`config.mk`:
```
export PLATFORM = sky130hd
export DESIGN_NAME = gate_sweep_ctrl
export DESIGN_NICKNAME = d
export VERILOG_FILES = /design/src/rtl/gate_sweep_ctrl.sv
export SDC_FILE = /design/constraint.sdc
export NUM_CORES = 1
export LEC_CHECK = 0
export ABC_CLOCK_PERIOD_IN_PS = 2100
export CAP_MARGIN = 20
export CORE_MARGIN = 2
export CORE_UTILIZATION = 40
export DETAILED_ROUTE_END_ITERATION = 16
export PLACE_DENSITY = 0.64
export SLEW_MARGIN = 15
export SYNTH_ARGS = -nofsm -noshare
export SYNTH_HDL_FRONTEND = slang
export SYNTH_SLANG_ARGS = --single-unit
```
`constraint.sdc`:
```
create_clock -name clk -period 2.1 [get_ports clk]
set_clock_uncertainty 0.15 [all_clocks]
set_input_delay 0.63 -clock clk [delete_from_list [all_inputs] [get_ports clk]]
set_output_delay 0.63 -clock clk [all_outputs]
set_load 0.01 [all_outputs]
```
`src/rtl/gate_sweep_ctrl.sv`:
```
// Applies the four input vectors to a 2-input XOR gate under test, checks y, reports pass/err_cnt.
// Optional SWEEP_ERR_HALT_EN: stop the sweep at the first mismatching vector.
module gate_sweep_ctrl #(
  parameter int HOLD = 5,
  parameter int CW   = 8
) (
  input  logic       clk,
  input  logic       rst_n,
  input  logic       start,
  input  logic       y,
  output logic       a,
  output logic       b,
  output logic       busy,
  output logic       done,
  output logic       pass,
  output logic [2:0] err_cnt,
  output logic [1:0] vec_idx
);

  typedef enum logic [1:0] {IDLE, APPLY, DONE} state_t;

  localparam logic [CW-1:0] LAST_CNT = CW'(HOLD - 1);

  state_t        state, state_next;
  logic [CW-1:0] cnt, cnt_next;
  logic [1:0]    vec_next;
  logic [2:0]    err_next;
  logic          pass_next;
  logic          mismatch;

  always_ff @(posedge clk or negedge rst_n) begin
    if (!rst_n) begin
      state   <= IDLE;
      cnt     <= '0;
      vec_idx <= 2'd0;
      err_cnt <= 3'd0;
      pass    <= 1'b0;
    end else begin
      state   <= state_next;
      cnt     <= cnt_next;
      vec_idx <= vec_next;
      err_cnt <= err_next;
      pass    <= pass_next;
    end
  end

  always_comb begin
    state_next = state;
    cnt_next   = cnt;
    vec_next   = vec_idx;
    err_next   = err_cnt;
    pass_next  = pass;
    mismatch   = 1'b0;
    case (state)
      IDLE: begin
        if (start) begin
          state_next = APPLY;
          cnt_next   = '0;
          vec_next   = 2'd0;
          err_next   = 3'd0;
        end
      end
      APPLY: begin
        cnt_next = cnt + 1'b1;
        if (cnt == LAST_CNT) begin
          // {a,b} equals vec_idx here, so the reference is the XOR of its bits
          mismatch = y != (vec_idx[1] ^ vec_idx[0]);
          err_next = err_cnt + {2'b00, mismatch};
          cnt_next = '0;
`ifdef SWEEP_ERR_HALT_EN
          if (mismatch) begin
            state_next = DONE;
            pass_next  = 1'b0;
          end else if (vec_idx == 2'd3) begin
            state_next = DONE;
            pass_next  = (err_next == 3'd0);
          end else begin
            vec_next = vec_idx + 2'd1;
          end
`else
          if (vec_idx == 2'd3) begin
            state_next = DONE;
            pass_next  = (err_next == 3'd0);
          end else begin
            vec_next = vec_idx + 2'd1;
          end
`endif
        end
      end
      DONE: begin
        state_next = IDLE;
      end
      default: begin
        state_next = IDLE;
      end
    endcase
  end

  assign busy = (state == APPLY);
  assign done = (state == DONE);
  assign a    = busy & vec_idx[1];
  assign b    = busy & vec_idx[0];

endmodule

```
==> results.md, run 1 <==
Status:
- The run finished with clean final reports.

Yosys:
- The biggest area contributor in the post-synthesis netlist is sky130_fd_sc_hd__dfrtp_1.
- Of the synthesized area, sequential elements account for 45.39%.
- Counting every instance in the synthesized netlist gives 85.
- The number of different library cells used by synthesis comes to 32.
- The synthesized netlist occupies a cell area of 882.1 µm².
- In the post-synthesis netlist, the biggest area contributors are sky130_fd_sc_hd__dfrtp_1 45%, sky130_fd_sc_hd__ha_1 7.1%, sky130_fd_sc_hd__and2_1 4.3%.
- The synthesis-stage register bit count is 16.
- In this run the mean area of a mapped cell was 10.38 µm².
- The yosys synthesis warning count is 0.
- The number of nets in the synthesized netlist is 94.
- The share of synthesized area in the top cell type comes to 45.39%.

Clock tree:
- The number of levels the H-tree was split into is 1.
- The clock transition at the register clock pins on the worst setup and hold paths after CTS is 0.10 ns.
- The number of buffers inserted by hold repair at cts is 0.
- In this run the clock root is driven by a sky130_fd_sc_hd__clkbuf_4.
- TritonCTS built the clock tree.
- Clock tree synthesis inserted a total of 3 buffers.
- The clock passes through at most 2 buffers.
- For the worst-skew pair, the clock arrives at the later sink with an insertion delay of 0.29 ns.
- The clock sink count is 16.

Detailed routing:
- The detailed router used layers up to and including met4.
- The ratio of routed vias to standard cells is 5.072.
- The average wire per standard cell is 13.60 µm.
- The detail route stage leaves a number of antenna-violating nets equal to 0.
- The overall via count from detail_route is 705.
- The met3 layer wire length in the routed design is 59 µm.
- The number of design-rule violations left by the first detailed-router iteration is 20.
- The final routed DRC violation total is 0.
- The first-pass iteration count of the detailed router is 4.
- The final layout contains routed wiring with a total length of 1891 µm.
- The wire length on met2 is 940 µm.
- The met1 layer wirelength in the final routing is 871 µm.

Final layout:
- The multi-input gate area in the final layout is 450.4 µm².
- The total number of nets in the final design is 121.
- Counting the fill cells in the layout gives 194.
- The final instance area is 1141 µm².
- The number of antenna diodes in the final layout is 0.
- The post-route netlist has 24.32% of its cells at a drive strength greater than 1.
- The area added between synthesis and finish is 29.36%.
- The register cell area after layout is 400.4 µm².

Floorplan:
- The floorplan has 17 rows.
- The die is 50.96 µm tall.
- The full die area is 2597 µm².
- The die width is 50.96 µm.
- The region available for standard cell placement spans 2148 µm².
- The initial cell density of the core is 41.06%.
- The top-level port count is 14.

Setup path:
- Along the worst path, the maximum fanout reaches 2.
- Walking the worst path, the cells encountered are clkdlybuf4s50_1 > xor2_1 > ha_1 > ha_1 > nor2b_2 > nor4_1 > mux2_1.
- Among the stages of the critical path, the cell type that occurs most often is sky130_fd_sc_hd__ha_1.
- The worst path arrival time is 2.10 ns.
- The standard cell with the maximum stage delay on the critical path is sky130_fd_sc_hd__clkdlybuf4s50_1.
- For this run, the slowest stage of the critical path takes 0.47 ns.
- The count of cells along the worst register-to-register path is 7.
- The category of the critical setup timing path is primary input to register.
- STA classifies the critical path startpoint as a primary input.
- The kind of end point of the critical path is a register.
- The data required time at the worst endpoint is 2.13 ns.

Pwr:
- The fraction of power spent switching nets is 21.24%.
- The clock network is responsible for 39.6% of the overall power.
- IR analysis of the VDD net gives a maximum drop of 0.0002790 V.
- The completed layout was analyzed and its total power is 533.9 µW.
- Sequential cells account for 57.7% of the total power.
- The combinational fraction of design power is 2.8%.
- Power spread over the standard cell area amounts to 467.9 nW/µm².
- The leakage dissipation is 0.4944 nW.
- Summed over all nets, the switching power comes to 113.4 µW.
- The internal portion of the total power is 420.5 µW.

Place:
- The congestion estimate from routability-driven global placement came to 0.8166.
- The total cell area at the placement stage is 1096 µm².
- The number of buffer cells added on primary ports is 13.
- The wire-length estimate of the detail-placed layout is 1380 µm.

STA:
- Setup repair after global routing could not meet its margin everywhere.
- The final cycle utilization of the critical path is 98.45%.
- At the pin with the least slew margin, the transition time is 0.2630 ns.
- Timing would allow up to 483.7 MHz.
- The worst max-slew margin expressed relative to the limit is 82.40%.
- The number of max-slew violations in the final report came to 0.
- The routed design could run at a clock period as short as 2.068 ns.
- The final count of negative-setup-slack endpoints is 0.
- The number of failing hold endpoints at the final stage came to 0.

Global routing:
- The first global-routing pass estimated 3263 µm of wire.
- The number of global-route vias before repair came to 700.
- The number of antenna violations at the first check in global routing came to 0.
- Entering global routing, the biggest net connects 17 pins.
- The overall fraction of global-route tracks in use is 17.05%.
- The leftover overflow at the end of global routing is 0.

Worst hold path:
- The tightest min-delay check is of the register to register type.
- Counting instances, the worst hold path has a depth of 1.

Job:
- The tool flagged a number of max-cap violations equal to 0.
[what timing repair did]
item                                    CTS  global route
pin swaps                                 0             0
setup buffers                             2             0
endpoints found under the setup margin    5             4
hold endpoints to repair                  0             0
resized for setup                        15             2
[power by group through the flow]
stage | logic (mW) | clock network [mW] | registers [mW]
after global placement | 0.0151 | 0 | 0.314
after floorplan | 0.00137 | 0 | 0.314
after detailed placement | 0.0154 | 0 | 0.314
after global routing | 0.0166 | 0.231 | 0.308
final | 0.0148 | 0.211 | 0.308
after CTS | 0.0156 | 0.219 | 0.308
[through the flow]
step,setup WS (ns),util [%],setup TNS (ns),hold slack [ns],cells
2_1_floorplan,0.1391,-,0,0.1844,85
3_3_place_gp,-0.2114,51.02,-0.4017,0.3330,133
3_5_place_dp,-0.3066,51.02,-0.5564,0.3717,133
4_1_cts,0.01129,53.29,0,0.3895,139
5_1_grt,-0.05955,53.12,-0.1123,0.4279,139
6_report,0.03248,53.12,0,0.3885,139
[per-layer routing]
layer  up-vias  track usage [%]
met5         -                0
met4         0            6.757
met3         4            3.509
met2        14            28.35
met1       332            21.58
li1        355                -
[worst paths after layout]
kind,from,slack [ns],end
min in group asynchronous,rst_n,0.50,cnt[6]
max in group asynchronous,rst_n,1.12,pass
hold / removal,pass,0.39,pass
setup / recovery,y,0.03,pass
setup reg to reg,vec_idx[0],0.04,pass
hold reg to reg,pass,0.39,pass
[logic make-up after synthesis]
| group | share of synthesized area (%) |
|---|---|
| buffers and inverters | 3.830 |
| adder cells (fa/ha/maj) | 7.092 |
| XOR/XNOR | 3.971 |
| flip-flops | 45.39 |
| multiplexers | 1.277 |
| AO/OA/AOI/OAI | 14.04 |
| AND/OR/NAND/NOR | 24.40 |
[cells in the final DEF (no fill, tap or decap), drive strengths merged, types with 2 or more instances in the layout]
master and instances:
dfrtp 16, buf 14, nand2 8, clkdlybuf4s50 8, and2 6, nor2 5
ha 5, o21ai 5, xor2 4, nand3 4, clkbuf 4, inv 3
nand4 3, a31oi 3, and3 2, a22o 2, nor2b 2, or3 2
nor3 2
[synth_stat cells]
cell type / number
sky130_fd_sc_hd__and3_1: 2
sky130_fd_sc_hd__o21bai_1: 1
sky130_fd_sc_hd__nor2b_1: 2
sky130_fd_sc_hd__xor2_1: 4
sky130_fd_sc_hd__or3_4: 1
sky130_fd_sc_hd__o21ba_2: 1
sky130_fd_sc_hd__ha_1: 5
sky130_fd_sc_hd__a22o_1: 2
sky130_fd_sc_hd__a32o_1: 1
sky130_fd_sc_hd__nand2_1: 8
sky130_fd_sc_hd__dfrtp_1: 16
sky130_fd_sc_hd__mux2_1: 1
sky130_fd_sc_hd__or3_2: 1
sky130_fd_sc_hd__nand4bb_1: 1
sky130_fd_sc_hd__inv_1: 3
sky130_fd_sc_hd__a21oi_1: 1
sky130_fd_sc_hd__nor3_2: 1
sky130_fd_sc_hd__nor4_1: 1
sky130_fd_sc_hd__o21ai_0: 4
sky130_fd_sc_hd__buf_4: 1
sky130_fd_sc_hd__nor2_1: 5
sky130_fd_sc_hd__and2_1: 6
sky130_fd_sc_hd__o21ai_4: 1
sky130_fd_sc_hd__nand2b_4: 1
sky130_fd_sc_hd__a21o_2: 1
sky130_fd_sc_hd__buf_6: 1
sky130_fd_sc_hd__a311o_1: 1
sky130_fd_sc_hd__nand4_1: 3
sky130_fd_sc_hd__nor3_1: 1
sky130_fd_sc_hd__a31oi_1: 3
sky130_fd_sc_hd__nand3_1: 4
sky130_fd_sc_hd__clkinv_1: 1
[final cells by class]
cell class / instances / share of cell area [%]
sequential: 16 / 35.09
clock buffer: 4 / 3.180
timing repair buffer: 24 / 17.43
inverter: 4 / 1.754
tap: 28 / 3.070
multi-input combinational: 63 / 39.47
[sequential cells by signal (all words and copies together), names as in the netlist]
signal,cells
vec_idx,2
state,2
pass,1
err_cnt,3
cnt,8
[worst max-delay path: cells and delay by family]
kind	cells	cell delay (ns)
buffers and inverters	1	0.47
xor gates and xnor gates	1	0.14
muxes	1	0.30
and+or+nand+nor	2	0.23
adders and majority gates	2	0.33
Note: power is estimated with default switching activity, not from simulation.
==> run 2: changes to the inputs <==
--- a/config.mk
+++ b/config.mk
@@ -8,9 +8,9 @@
 export ABC_CLOCK_PERIOD_IN_PS = 2100
 export CAP_MARGIN = 20
 export CORE_MARGIN = 2
-export CORE_UTILIZATION = 40
+export CORE_UTILIZATION = 51
 export DETAILED_ROUTE_END_ITERATION = 16
-export PLACE_DENSITY = 0.64
+export PLACE_DENSITY = 0.78
 export SLEW_MARGIN = 15
 export SYNTH_ARGS = -nofsm -noshare
 export SYNTH_HDL_FRONTEND = slang
==> run 2 against run 1 <==
Core utilization is 17 points higher. Final cell count is 7.9% lower. Routed wire length is 7.3% higher. Final area is 2.4% higher. Via count is 3.5% higher. Global-route usage is 2.8 points higher. Register-to-register slack better by 0.05 ns. Worst setup slack better by 0.0075 ns. Flip-flop and latch count stayed put. Non-clock buffer count stayed put.
==> results.md, run 2 (synthesis gave the netlist of run 1 again) <==
Global routing:
- The first-pass GRT wire length is 2973 µm (-8.9%).
- The number of global-route vias before repair came to 686 (-2.0%).
- The overall fraction of global-route tracks in use is 19.85% (+2.8 points).
- The leftover overflow at the end of global routing is 0 (unchanged).
- The maximum number of pins on one net before global-route repair came to 17 (unchanged).
- The number of antenna violations at the first check in global routing came to 0 (unchanged).

STA:
- The shortest period the worst path allows is 2.060 ns (-0.007459 ns).
- The final count of negative-setup-slack endpoints is 0 (unchanged).
- The measured slew at the worst slew-check pin is 0.2665 ns (+0.003441 ns).
- The maximum frequency from static timing analysis is 485.4 MHz (+0.36%).
- The number of max-slew violations in the final report was 0 (unchanged).
- The final sum of negative setup slack is 0 ns (unchanged).
- The worst slack on hold paths is 0.3861 ns (-0.002431 ns).
- The final worst slack is 0.03994 ns (+0.007459 ns).
- The final cycle utilization of the critical path is 98.10% (-0.36 points).
- Setup repair after global routing could not meet its margin everywhere.
- The worst max-slew margin expressed relative to the limit was 82.17% (-0.23 points).
- The number of failing hold endpoints at the final stage was 0 (unchanged).

Job:
- The total of max-cap violations is 0 (unchanged).

Setup path:
- The startpoint of the worst register-to-register path is vec_idx[1].
- The capturing instance or port of the critical path is b.
- The setup slack of the most critical reg-to-reg path was 0.09 ns (+0.05 ns).
- The category of the critical setup timing path is register to output pin.
- Among all stages on the critical path, the largest delay is contributed by sky130_fd_sc_hd__dfrtp_1.
- The worst path arrival time came to 1.28 ns (-0.82 ns).
- The data required time at the worst endpoint is 1.32 ns (-0.81 ns).
- The endpoint identified for the worst register-to-register timing path is pass.
- The largest incremental delay on the critical path is 0.39 ns (-0.08 ns).
- The worst setup path is launched from a register.
- Traced cell by cell, the critical path runs through nand2b_4 > clkinv_4 > and2_1 > clkdlybuf4s15_1.
- The count of cells along the worst register-to-register path is 7 (unchanged).
- The worst setup path is captured at an output pin.
- The most critical setup path has its startpoint at state[1].
- The largest driver fanout on the critical path came to 5 (+3).

Pwr:
- The worst vdd rail ir drop was 0.0002860 V (+2.5%).
- The post-route total power is 535.4 µW (+0.28%).
- The power density over the cells is 458.1 nW/µm² (-2.1%).
- The leakage dissipation was 0.5148 nW (+4.1%).

Clock tree:
- The clock sink count is 16 (unchanged).
- The number of buffers inserted by hold repair at cts is 0 (unchanged).
- The clock transition at the register clock pins on the worst setup and hold paths after CTS is 0.10 ns (about the same).
- The tree is rooted in a sky130_fd_sc_hd__clkbuf_4.
- The number of buffers created by CTS is 3 (unchanged).
- TritonCTS built the clock tree.
- The maximum number of buffers from clock root to sink is 2 (unchanged).
- The source-to-sink clock delay at the later pin of the worst-skew pair is 0.30 ns (about the same).
- The number of levels the H-tree was split into is 1 (unchanged).

Floorplan:
- The top-level port count is 14 (unchanged).
- The die width came to 45.59 µm (-11%).
- The count of standard-cell rows came to 15 (-2).
- The full die area is 2078 µm² (-20%).
- The initial cell density of the core is 52.81% (+12 points).
- The core footprint was 1670 µm² (-22%).
- The die boundary height was 45.59 µm (-11%).

Detailed routing:
- The overall via count from detail_route is 730 (+3.5%).
- The total wire length after detailed routing was 2029 µm (+7.3%).
- The remaining number of nets flagged by the antenna check after routing is 0 (unchanged).
- The average wire per standard cell came to 15.85 µm (+17%).
- The first-pass iteration count of the detailed router is 4 (unchanged).
- The ratio of routed vias to standard cells is 5.703 (+12%).
- The final routed DRC violation total is 0 (unchanged).
- The number of design-rule violations left by the first detailed-router iteration was 11 (-45%).

Worst hold path:
- The path type of the worst min-delay path is register to register.

Final layout:
- The number of flip-flops under the largest register name is 8 (unchanged).
- The final design utilization is 69.96% (+17 points).
- The fraction of layout cells with a size suffix above 1 is 27.03% (+2.7 points).
- The largest registers in the layout are cnt x8, err_cnt x3.
- The area added between synthesis and finish is 32.48%.
- In the layout the commonest cells are 15 x sky130_fd_sc_hd__dfrtp_1, 11 x sky130_fd_sc_hd__buf_4, 8 x sky130_fd_sc_hd__nand2_1.
- Counting flops per register, the top entry is cnt.
- The total number of nets in the final design is 121 (unchanged).
- The most common library cell in the layout ignoring fill and taps is sky130_fd_sc_hd__dfrtp_1.
- The final antenna diode count is 0 (unchanged).

Place:
- The weighted congestion at the end of routability-driven global placement came to 0.8126 (-0.49%).
- The worst setup slack after placement is -0.2695 ns (+0.03711 ns).
- The final HPWL from detailed placement was 1301 µm (-5.7%).
- The number of buffer cells added on primary ports is 13 (unchanged).

Status:
- The flow ran to the end, and the final reports show no timing, DRC or antenna violations.
-- run 2: changes by cell type in the layout (fill, tap and decap cells not counted), sizes merged --
cell and delta:
buf -3, clkbuf +1, clkdlybuf4s15 +1, clkdlybuf4s50 -1, dlygate4sd2 +1, dlymetal6s2s +1
-- run 2: layout make-up --
cell class | count | area, µm²
fill | 119 | 501.7
sequential | 16 | 401.6
clock buffer | 4 | 36.28
inverter | 4 | 20.02
timing repair buffer | 24 | 210.2
tap | 17 | 21.27
multi-input combinational | 63 | 479.2
-- run 2: what timing repair did --
action,CTS,global route
gates resized for setup,7,11
setup buffers,1,4
setup endpoints to repair,4,6
-- run 2: routing by layer --
layer	GRT usage [%]	vias up	share of wire, %
met4	8.235	0	1.2
li1	-	352	-
met1	28.21	362	46
met3	3.968	4	2.0
met5	0	-	0
met2	29.30	12	51
-- run 2: power by group --
| group | switching (mW) | internal [mW] |
|---|---|---|
| Clock | 0.107 | 0.106 |
| Sequential | 0 | 0.308 |
| Combinational | 0.00805 | 0.00705 |
-- run 2: critical path: cells and delay by family, from the launching register on --
family                 cells  cell delay, ns
flip-flops                 1            0.39
AND/OR/NAND/NOR            2            0.29
buffers and inverters      2            0.30
-- run 2: how the worst min path moves through the flow --
stage / from / end / slack, ns / cells past startpoint
2_1_floorplan: rst_n / cnt[0] / 0.18 / 0
3_3_place_gp: pass / pass / 0.34 / 1
3_5_place_dp: pass / pass / 0.33 / 1
4_1_cts: pass / pass / 0.36 / 1
5_1_grt: pass / pass / 0.41 / 1
6_report: pass / pass / 0.39 / 1
-- run 2: metrics by stage --
| stage | std cells | cell area (µm²) |
|---|---|---|
| final | 128 | 1169 |
| after global routing | 128 | 1169 |
| after CTS | 124 | 1105 |
| after detailed placement | 119 | 1060 |
| after global placement | 119 | 1060 |
| after floorplan | 85 | 882.1 |
==> run 3: changes to the inputs <==
--- a/config.mk
+++ b/config.mk
@@ -11,6 +11,7 @@
 export CORE_UTILIZATION = 51
 export DETAILED_ROUTE_END_ITERATION = 16
 export PLACE_DENSITY = 0.78
+export SETUP_SLACK_MARGIN = 0.5
 export SLEW_MARGIN = 15
 export SYNTH_ARGS = -nofsm -noshare
 export SYNTH_HDL_FRONTEND = slang
==> run 3 against run 2 <==
Clock power is 20% lower. Global-route usage rose by 5.0 points. Hold slack gained 0.043 ns. Critical path depth unchanged. Register-to-register slack gained 0.08 ns. Final cell count rose by 15%.
==> results.md, run 3 (synthesis gave the netlist of run 1 again) <==
Clock tree:
- The TritonCTS clock tree is done.
- The number of levels the H-tree was split into was 1 (unchanged).
- The clock transition at the register clock pins on the worst setup and hold paths after CTS is 0.09 ns (about the same).
- The clock sink count is 16 (unchanged).
- The maximum number of buffers from clock root to sink is 2 (unchanged).
- The source-to-sink clock delay at the later pin of the worst-skew pair is 0.29 ns (about the same).
- The number of buffers created by CTS is 3 (unchanged).
- The clock tree root driver cell is sky130_fd_sc_hd__clkbuf_4.

Final layout:
- The multi-input gate area in the final layout is 578.1 µm² (+21%).
- The number of filler instances in the final layout came to 96 (-19%).
- The register cell area after layout is 404.1 µm² (+0.62%).
- The register with the most flip-flops in the final layout is cnt.
- The fraction of layout cells with a size suffix above 1 was 56.92% (+30 points).
- The area added between synthesis and finish is 59.57%.
- The largest registers in the layout are cnt x8, err_cnt x3.
- The total number of nets in the final design came to 140 (+16%).
- The final instance area is 1408 µm² (+20%).
- The library cell used most frequently in the layout, excluding fill and tap cells, is sky130_fd_sc_hd__buf_4.
- In the layout the commonest cells are 22 x sky130_fd_sc_hd__buf_4, 13 x sky130_fd_sc_hd__dfrtp_1, 12 x sky130_fd_sc_hd__buf_6.
- The number of flip-flops under the largest register name is 8 (unchanged).
- The final antenna diode count is 0 (unchanged).

Detailed routing:
- The average wire per standard cell is 17.76 µm (+12%).
- The first-pass iteration count of the detailed router was 4 (unchanged).
- The ratio of routed vias to standard cells is 5.789 (+1.5%).
- The final routed DRC violation total came to 0 (unchanged).
- The overall via count from detail_route is 851 (+17%).
- The number of design-rule violations left by the first detailed-router iteration was 19 (+8).
- The total wire length after detailed routing came to 2611 µm (+29%).
- The remaining number of nets flagged by the antenna check after routing is 0 (unchanged).

Setup path:
- The largest driver fanout on the critical path is 3 (-2).
- The kind of start point of the critical path is a register.
- The data required time at the worst endpoint is 1.32 ns (about the same).
- The worst path arrival time is 1.20 ns (-0.08 ns).
- By startpoint and endpoint, the worst setup path is classified as register to output pin.
- The kind of end point of the critical path is an output pin.

Pwr:
- The post-route total power is 492.5 µW (-8.0%).
- The leakage dissipation was 0.6217 nW (+21%).
- The worst vdd rail ir drop is 0.0004162 V (+46%).
- The power density over the cells is 349.9 nW/µm² (-24%).

Global routing:
- The number of antenna violations at the first check in global routing is 0 (unchanged).
- The first-pass GRT wire length is 3636 µm (+22%).
- The maximum number of pins on one net before global-route repair is 11 (-6).
- The number of global-route vias before repair is 814 (+19%).
- The leftover overflow at the end of global routing is 0 (unchanged).
- The overall fraction of global-route tracks in use is 24.86% (+5.0 points).

STA:
- The final worst slack came to 0.1243 ns (+0.08441 ns).
- The maximum frequency from static timing analysis is 506.2 MHz (+4.3%).
- The final count of negative-setup-slack endpoints is 0 (unchanged).
- Setup repair after global routing could not meet its margin everywhere.
- The shortest period the worst path allows is 1.976 ns (-0.08441 ns).
- The final cycle utilization of the critical path came to 94.08% (-4.0 points).
- The final sum of negative setup slack is 0 ns (unchanged).
- The number of max-slew violations in the final report was 0 (unchanged).
- The worst max-slew margin expressed relative to the limit is 80.21% (-2.0 points).
- The measured slew at the worst slew-check pin came to 0.2958 ns (+0.02933 ns).
- The number of failing hold endpoints at the final stage was 0 (unchanged).

Place:
- The final HPWL from detailed placement came to 1412 µm (+8.6%).
- The worst setup slack after placement is -0.3075 ns (-0.03807 ns).
- The number of buffer cells added on primary ports came to 13 (unchanged).
- The weighted congestion at the end of routability-driven global placement is 0.8182 (+0.69%).
- The total cell area at the placement stage came to 1104 µm² (+4.1%).

Status:
- The flow ran to the end, and the final reports show no timing, DRC or antenna violations.

Floorplan:
- The die width came to 45.59 µm (unchanged).
- The top-level port count is 14 (unchanged).
- The full die area is 2078 µm² (unchanged).
- The die boundary height was 45.59 µm (unchanged).
- The count of standard-cell rows is 15 (unchanged).
- The core footprint is 1670 µm² (unchanged).
- The initial cell density of the core came to 52.81% (unchanged).

Worst hold path:
- The path class of the tightest hold or removal check is primary input to asynchronous set/reset pin.

Job:
- The total of max-cap violations came to 0 (unchanged).
## run 3: cell types whose count changed in the layout (fill, tap and decap cells not counted), sizes merged
| cell | before | now |
|---|---|---|
| buf | 11 | 40 |
| clkdlybuf4s50 | 7 | 1 |
| clkbuf | 5 | 4 |
| clkdlybuf4s15 | 1 | 0 |
| dlymetal6s2s | 2 | 0 |
## run 3: worst max-delay path: stages (launching register included)
cell                      delay, ns
sky130_fd_sc_hd__dfrtp_2       0.44
sky130_fd_sc_hd__buf_6         0.12
sky130_fd_sc_hd__buf_6         0.11
sky130_fd_sc_hd__and2_4        0.13
sky130_fd_sc_hd__buf_6         0.11
## run 3: path summary, 6_finish.rpt
| check | from | endpoint | slack, ns | cells after the start |
|---|---|---|---|---|
| min | rst_n | err_cnt[2] | 0.43 | 1 |
| min reg2reg | cnt[1] | cnt[1] | 0.45 | 2 |
| min in group clk | cnt[1] | cnt[1] | 0.45 | 2 |
| max reg2reg | vec_idx[0] | pass | 0.17 | 7 |
| max | vec_idx[1] | a | 0.12 | 4 |
| max in group asynchronous | rst_n | err_cnt[1] | 0.93 | 2 |
## run 3: routing by layer
layer	GRT usage, %	vias to the layer above	share of wire, %
met4	10.00	0	1.8
li1	-	390	-
met5	0	-	0
met1	31.14	422	41
met2	41.97	33	54
met3	4.365	6	3.7
## run 3: layout make-up
| cell class | instances | area share (%) |
|---|---|---|
| Timing Repair Buffer | 43 | 25.42 |
| Multi-Input combinational cell | 63 | 41.07 |
| Tap cell | 17 | 1.511 |
| Clock buffer | 4 | 1.867 |
| Sequential cell | 16 | 28.71 |
| Inverter | 4 | 1.422 |
## run 3: timing repair
| item | CTS | global route |
|---|---|---|
| hold buffers | 0 | 0 |
| gates resized for setup | 59 | 13 |
| pin swaps | 11 | 11 |
| setup endpoints to repair | 22 | 23 |
| buffers inserted | 16 | 10 |
## run 3: power by group
group,internal [mW],leakage [nW],switching [mW]
clock network,0.0739,0.0150,0.0962
registers,0.308,0.185,0
logic,0.00615,0.421,0.00855
total,0.388,0.622,0.105
## run 3: per-stage QoR
stage / hold slack [ns] / std cells / util [%]
2_1_floorplan: 0.1844 / 85 / -
3_3_place_gp: 0.3574 / 117 / 66.07
3_5_place_dp: 0.3754 / 117 / 66.07
4_1_cts: 0.4167 / 137 / 76.78
5_1_grt: 0.4474 / 147 / 84.27
6_report: 0.4286 / 147 / 84.27
==> RTL change 1 (config.mk and constraints of run 1) <==
Add a define of `SWEEP_ERR_HALT_EN`.
--- a/src/rtl/gate_sweep_ctrl.sv
+++ b/src/rtl/gate_sweep_ctrl.sv
@@ -1,4 +1,6 @@
 // Applies the four input vectors to a 2-input XOR gate under test, checks y, reports pass/err_cnt.
 // Optional SWEEP_ERR_HALT_EN: stop the sweep at the first mismatching vector.
+`define SWEEP_ERR_HALT_EN
+
 module gate_sweep_ctrl #(
   parameter int HOLD = 5,
Behaviour: not the same (Yosys sat finds a counterexample within 10 cycles, from zero or initial values and one cycle with rst_n low).
==> RTL change 1 against run 1 <==
Sequential share of layout area decreased by 2.2 points; cell area increased by 7.5%; fmax decreased by 0.58%; hold slack got worse by 0.00067 ns; sequential cell count unchanged; count of clock-buffer cells in the layout unchanged; synthesized area increased by 2.0%; worst setup slack got worse by 0.012 ns; register-to-register slack got worse by 0.02 ns; highest routed layer unchanged; routed wire length increased by 1.7%.
Power is left out: it rests on default switching activity, and per cell area and clock period it moved more than threefold.
==> RTL change 1: results (changes against run 1) <==
** Critical path
- The worst setup path is of the flop to flop kind.
- Data arrival time at the worst-slack endpoint :: 2.13 ns (+0.03 ns)
- Origin of the worst setup path :: vec_idx[1]$_DFFE_PN0P_
- Among all stages on the critical path, the largest delay is contributed by sky130_fd_sc_hd__or4b_1.

** STA
- The final hold slack is 0.388 ns (-0.000671 ns).
- The final setup slack of the worst path came to 0.0204 ns (-0.0121 ns).
- The relative max-transition margin was 67.7% (-15 points).

** GRT
- Number of antenna violations at the first check in global routing :: 0 (unchanged)
- The first-pass GRT wire length was 3420 um (+4.9%).
- Via count of the first global-routing pass :: 790 (+13%)
- The largest net degree at the start of global routing is 17 (unchanged).
- The aggregate global-route resource usage came to 17.4% (+0.37 points).

** Cells and area
- The register area was 403 sq um (+0.62%).
- Share of post-route cells with drive strength above 1 :: 25.0% (+0.68 points)
- The number of fill cells in the layout is 202 (+4.1%).
- The final layout net count is 129 (+6.6%).

** Yosys
- The synthesized netlist cell count is 92 (+8.2%).
- Synthesized Nets :: 100 (+6.4%)
- Leading post-synthesis cells by instance count :: sky130_fd_sc_hd__dfrtp_1, sky130_fd_sc_hd__o21ai_0, sky130_fd_sc_hd__nor2_1
- Largest cells by area after synthesis :: sky130_fd_sc_hd__dfrtp_1, sky130_fd_sc_hd__o21ai_0, sky130_fd_sc_hd__ha_1, sky130_fd_sc_hd__nor2_1, sky130_fd_sc_hd__xor2_1
- The number of unique standard cell types used by synthesis came to 32 (unchanged).
- Register area share after synthesis :: 44.5% (-0.88 points)

** Run status
- The flow ran to the end, and the final reports show no timing, DRC or antenna violations.

** Placed design
- The total instance count after detailed placement is 143 (+7.5%).
- The HPWL after detailed placement is 1500 um (+8.5%).
- The weighted congestion at the end of routability-driven global placement is 0.758 (-7.2%).
- The worst slack after detailed placement is -0.498 ns (-0.191 ns).
- The cell area after placement was 1190 sq um (+8.6%).

** Worst hold path
- The tightest min-delay check is of the flop to flop type.
- For hold timing, the worst endpoint is pass$_DFFE_PN0P_.
- Hold Path Stages :: 2 (+1)

** Drt
- Via Count :: 782 (+11%)
- The per-cell via count in the routed design came to 5.28 (+4.2%).
- The number of design-rule violations left by the first detailed-router iteration was 17 (-15%).

** Die
- Die Footprint :: 2640 sq um (+1.8%)
==> RTL change 1: cell types whose count changed after synthesis, moves of 3 or more <==
| cell | before | now |
|---|---|---|
| sky130_fd_sc_hd__nand2b_1 | 0 | 3 |
| sky130_fd_sc_hd__o21ai_0 | 4 | 12 |
| sky130_fd_sc_hd__and2_1 | 6 | 2 |
| sky130_fd_sc_hd__nor2_1 | 5 | 10 |
==> RTL change 1: cell families (layout without fill, tap and decap cells) <==
kind of cell	Yosys count	after routing	synth area share (%)
AOI/OAI and AO/OA	25	25	18.1
xor gates and xnor gates	4	4	3.89
adders and majority gates	4	4	5.56
buffers and inverters	4	32	1.81
DFF	16	16	44.5
muxes	1	1	1.25
and+or+nand+nor	38	38	24.9
==> RTL change 1: layout make-up <==
type                    instances  share of cell area [%]
multi-input cells              72                    44.1
flip-flops and latches         16                    32.9
inverters                       3                    1.02
repair buffers                 25                    17.0
well taps                      28                    2.86
clock buffers                   4                    2.14
==> RTL change 1: repair_timing <==
action | in CTS | in global routing
buffers inserted | 0 | 1
endpoints found under the setup margin | 7 | 4
gates cloned | 0 | 0
resized for setup | 8 | 5
==> RTL change 1: critical path, delay by kind of cell (launching register included) <==
kind	cells	cell delay, ns
AND/OR/NAND/NOR	3	0.68
flip-flops	1	0.43
AO/OA/AOI/OAI	1	0.17
adder cells (fa/ha/maj)	2	0.42
XOR/XNOR	1	0.14
==> RTL change 1: metal layers <==
| metal | up-vias | routed length [um] | track usage [%] |
|---|---|---|---|
| li1 | 390 | - | - |
| met1 | 371 | 889 | 21.3 |
| met2 | 19 | 948 | 29.1 |
| met3 | 2 | 69 | 5.56 |
| met4 | 0 | 14 | 5.26 |
| met5 | - | 0 | 0 |
==> RTL change 2 (config.mk and constraints of run 1) <==
Without the edit above. Make the reset (`rst_n`) synchronous in one clocked block.
--- a/src/rtl/gate_sweep_ctrl.sv
+++ b/src/rtl/gate_sweep_ctrl.sv
@@ -29,5 +29,5 @@
   logic          mismatch;
 
-  always_ff @(posedge clk or negedge rst_n) begin
+  always_ff @(posedge clk) begin
     if (!rst_n) begin
       state   <= IDLE;
Check against the original RTL: differs if rst_n is asserted again (counterexample within 4 cycles, from zero or initial values and one cycle with rst_n low); with rst_n held inactive, the same outputs for 10 cycles.
==> RTL change 2 against run 1 <==
Worst setup slack gained 0.059 ns; count of clock-buffer cells in the layout is the same; sequential cell count unchanged; fmax grew 2.9%; core utilization grew 3.3 points; routed wire length shrank 4.3%; synthesized area down 2.6%; highest routed layer unchanged; cell area fell by 1.1%; final cell count is 5.8% higher.
Power is not compared: it rests on default switching activity, and its combinational part moved more than twofold at a synthesized area within 25%.
==> RTL change 2: results (changes against run 1) <==
** Run status
- Result of the run :: finished clean

** Worst hold path
- End point of the worst hold path :: err_cnt[2]$_SDFFE_PN0P_
- Hold Path Stages :: 2 (+1)
- The startpoint identified for the worst hold timing path is err_cnt[2]$_SDFFE_PN0P_.

** Cells and area
- The non-clock buffer instance count of the final layout is 22 (-8.3%).
- Sequential share of cell area :: 28.5% (-6.6 points)
- The number of sequential storage elements was 16 (unchanged).
- #MultiIn Comb :: 74 (+17%)
- The clock-cell share of area came to 3.22% (+0.035 points).
- Non-clock buffer contribution to total cell area :: 17.3% (-0.14 points)
- The area of the multi-input gates was 527 sq um (+17%).

** STA
- WHS :: 0.357 ns (-0.0315 ns)
- The clock period minus final worst setup slack came to 2.01 ns (-0.0587 ns).
- The relative max-transition margin came to 76.8% (-5.6 points).

** Critical path
- The count of cells along the worst register-to-register path came to 8 (+1).
- Crit Reg-Reg Endpoint :: pass$_SDFFE_PN0P_
- Following the worst setup path forward leads to its endpoint at err_cnt[2].
- The biggest fanout along the worst timing path is 4 (+2).
- The register-to-register setup slack was 0.18 ns (+0.14 ns).
- Category of the critical setup timing path :: flop to output port
- In this run the critical register-to-register path is launched from vec_idx[0]$_SDFFE_PN0P_.

** GRT
- The aggregate global-route resource usage came to 15.8% (-1.2 points).
- The largest net degree at the start of global routing came to 10 (-7).
- The number of global-route vias before repair was 698 (-0.29%).
- The first-pass GRT wire length is 3060 um (-6.3%).

** Placed design
- The HPWL after detailed placement was 1430 um (+3.4%).
- Worst slack after detailed placement :: -0.273 ns (+0.0340 ns)
- The weighted congestion at the end of routability-driven global placement came to 0.747 (-8.5%).
- Cell Count Post-Placement :: 143 (+7.5%)
- PortBufs :: 13 (unchanged)

** Yosys
- Leading post-synthesis cells by instance count :: sky130_fd_sc_hd__dfxtp_1, sky130_fd_sc_hd__nand2_1, sky130_fd_sc_hd__nor2_1
- Largest cells by area after synthesis :: sky130_fd_sc_hd__dfxtp_1, sky130_fd_sc_hd__ha_1, sky130_fd_sc_hd__nor2b_1, sky130_fd_sc_hd__nand2_1, sky130_fd_sc_hd__nor2_1
- The sequential share of the synthesized area was 37.3% (-8.1 points).
- Asr flop ratio synth :: 0% (-100 points)
- The synthesized net count was 106 (+13%).

** Clocking
- Number of resized instances in the post-cts repair step :: 7 (-8)
- The number of setup buffers added after CTS was 0 (-2).

** Drt
- The total detailed-routing wirelength was 1810 um (-4.3%).
- The wire length per cell after detailed routing is 12.3 um (-9.5%).
- Number of vias per cell :: 5.20 (+2.5%)
- Met3 wirelength from detailed routing :: 74 um (+25%)
- Sum of routed wire segments on met1 :: 890 um (+2.2%)
- Met2 routed wirelength :: 831 um (-12%)
- The number of design-rule violations left by the first detailed-router iteration came to 9 (-55%).

** Die
- Die outline width :: 50.4 um (-1.2%)
-- RTL change 2: changes by cell type in the layout (fill, tap and decap cells not counted), moves of 4 or more --
| cell | run 1 | this run |
|---|---|---|
| sky130_fd_sc_hd__nor2b_1 | 1 | 6 |
| sky130_fd_sc_hd__dfrtp_1 | 16 | 0 |
| sky130_fd_sc_hd__a21oi_1 | 1 | 5 |
| sky130_fd_sc_hd__dfxtp_1 | 0 | 15 |
-- RTL change 2: cells by family (layout without fill, tap and decap cells) --
logic type | Yosys count | count (layout) | share of synthesized area (%)
and+or+nand+nor | 40 | 40 | 25.6
adders and majority gates | 5 | 5 | 7.28
AOI/OAI and AO/OA | 22 | 22 | 18.9
muxes | 2 | 2 | 2.47
buffers and inverters | 7 | 30 | 3.35
xor gates and xnor gates | 5 | 5 | 5.10
DFF | 16 | 16 | 37.3
-- RTL change 2: routing by layer --
metal,global-route usage [%],vias up
met3,2.68,2
met2,26.1,14
li1,-,395
met5,0,-
met1,20.8,353
met4,5.41,0
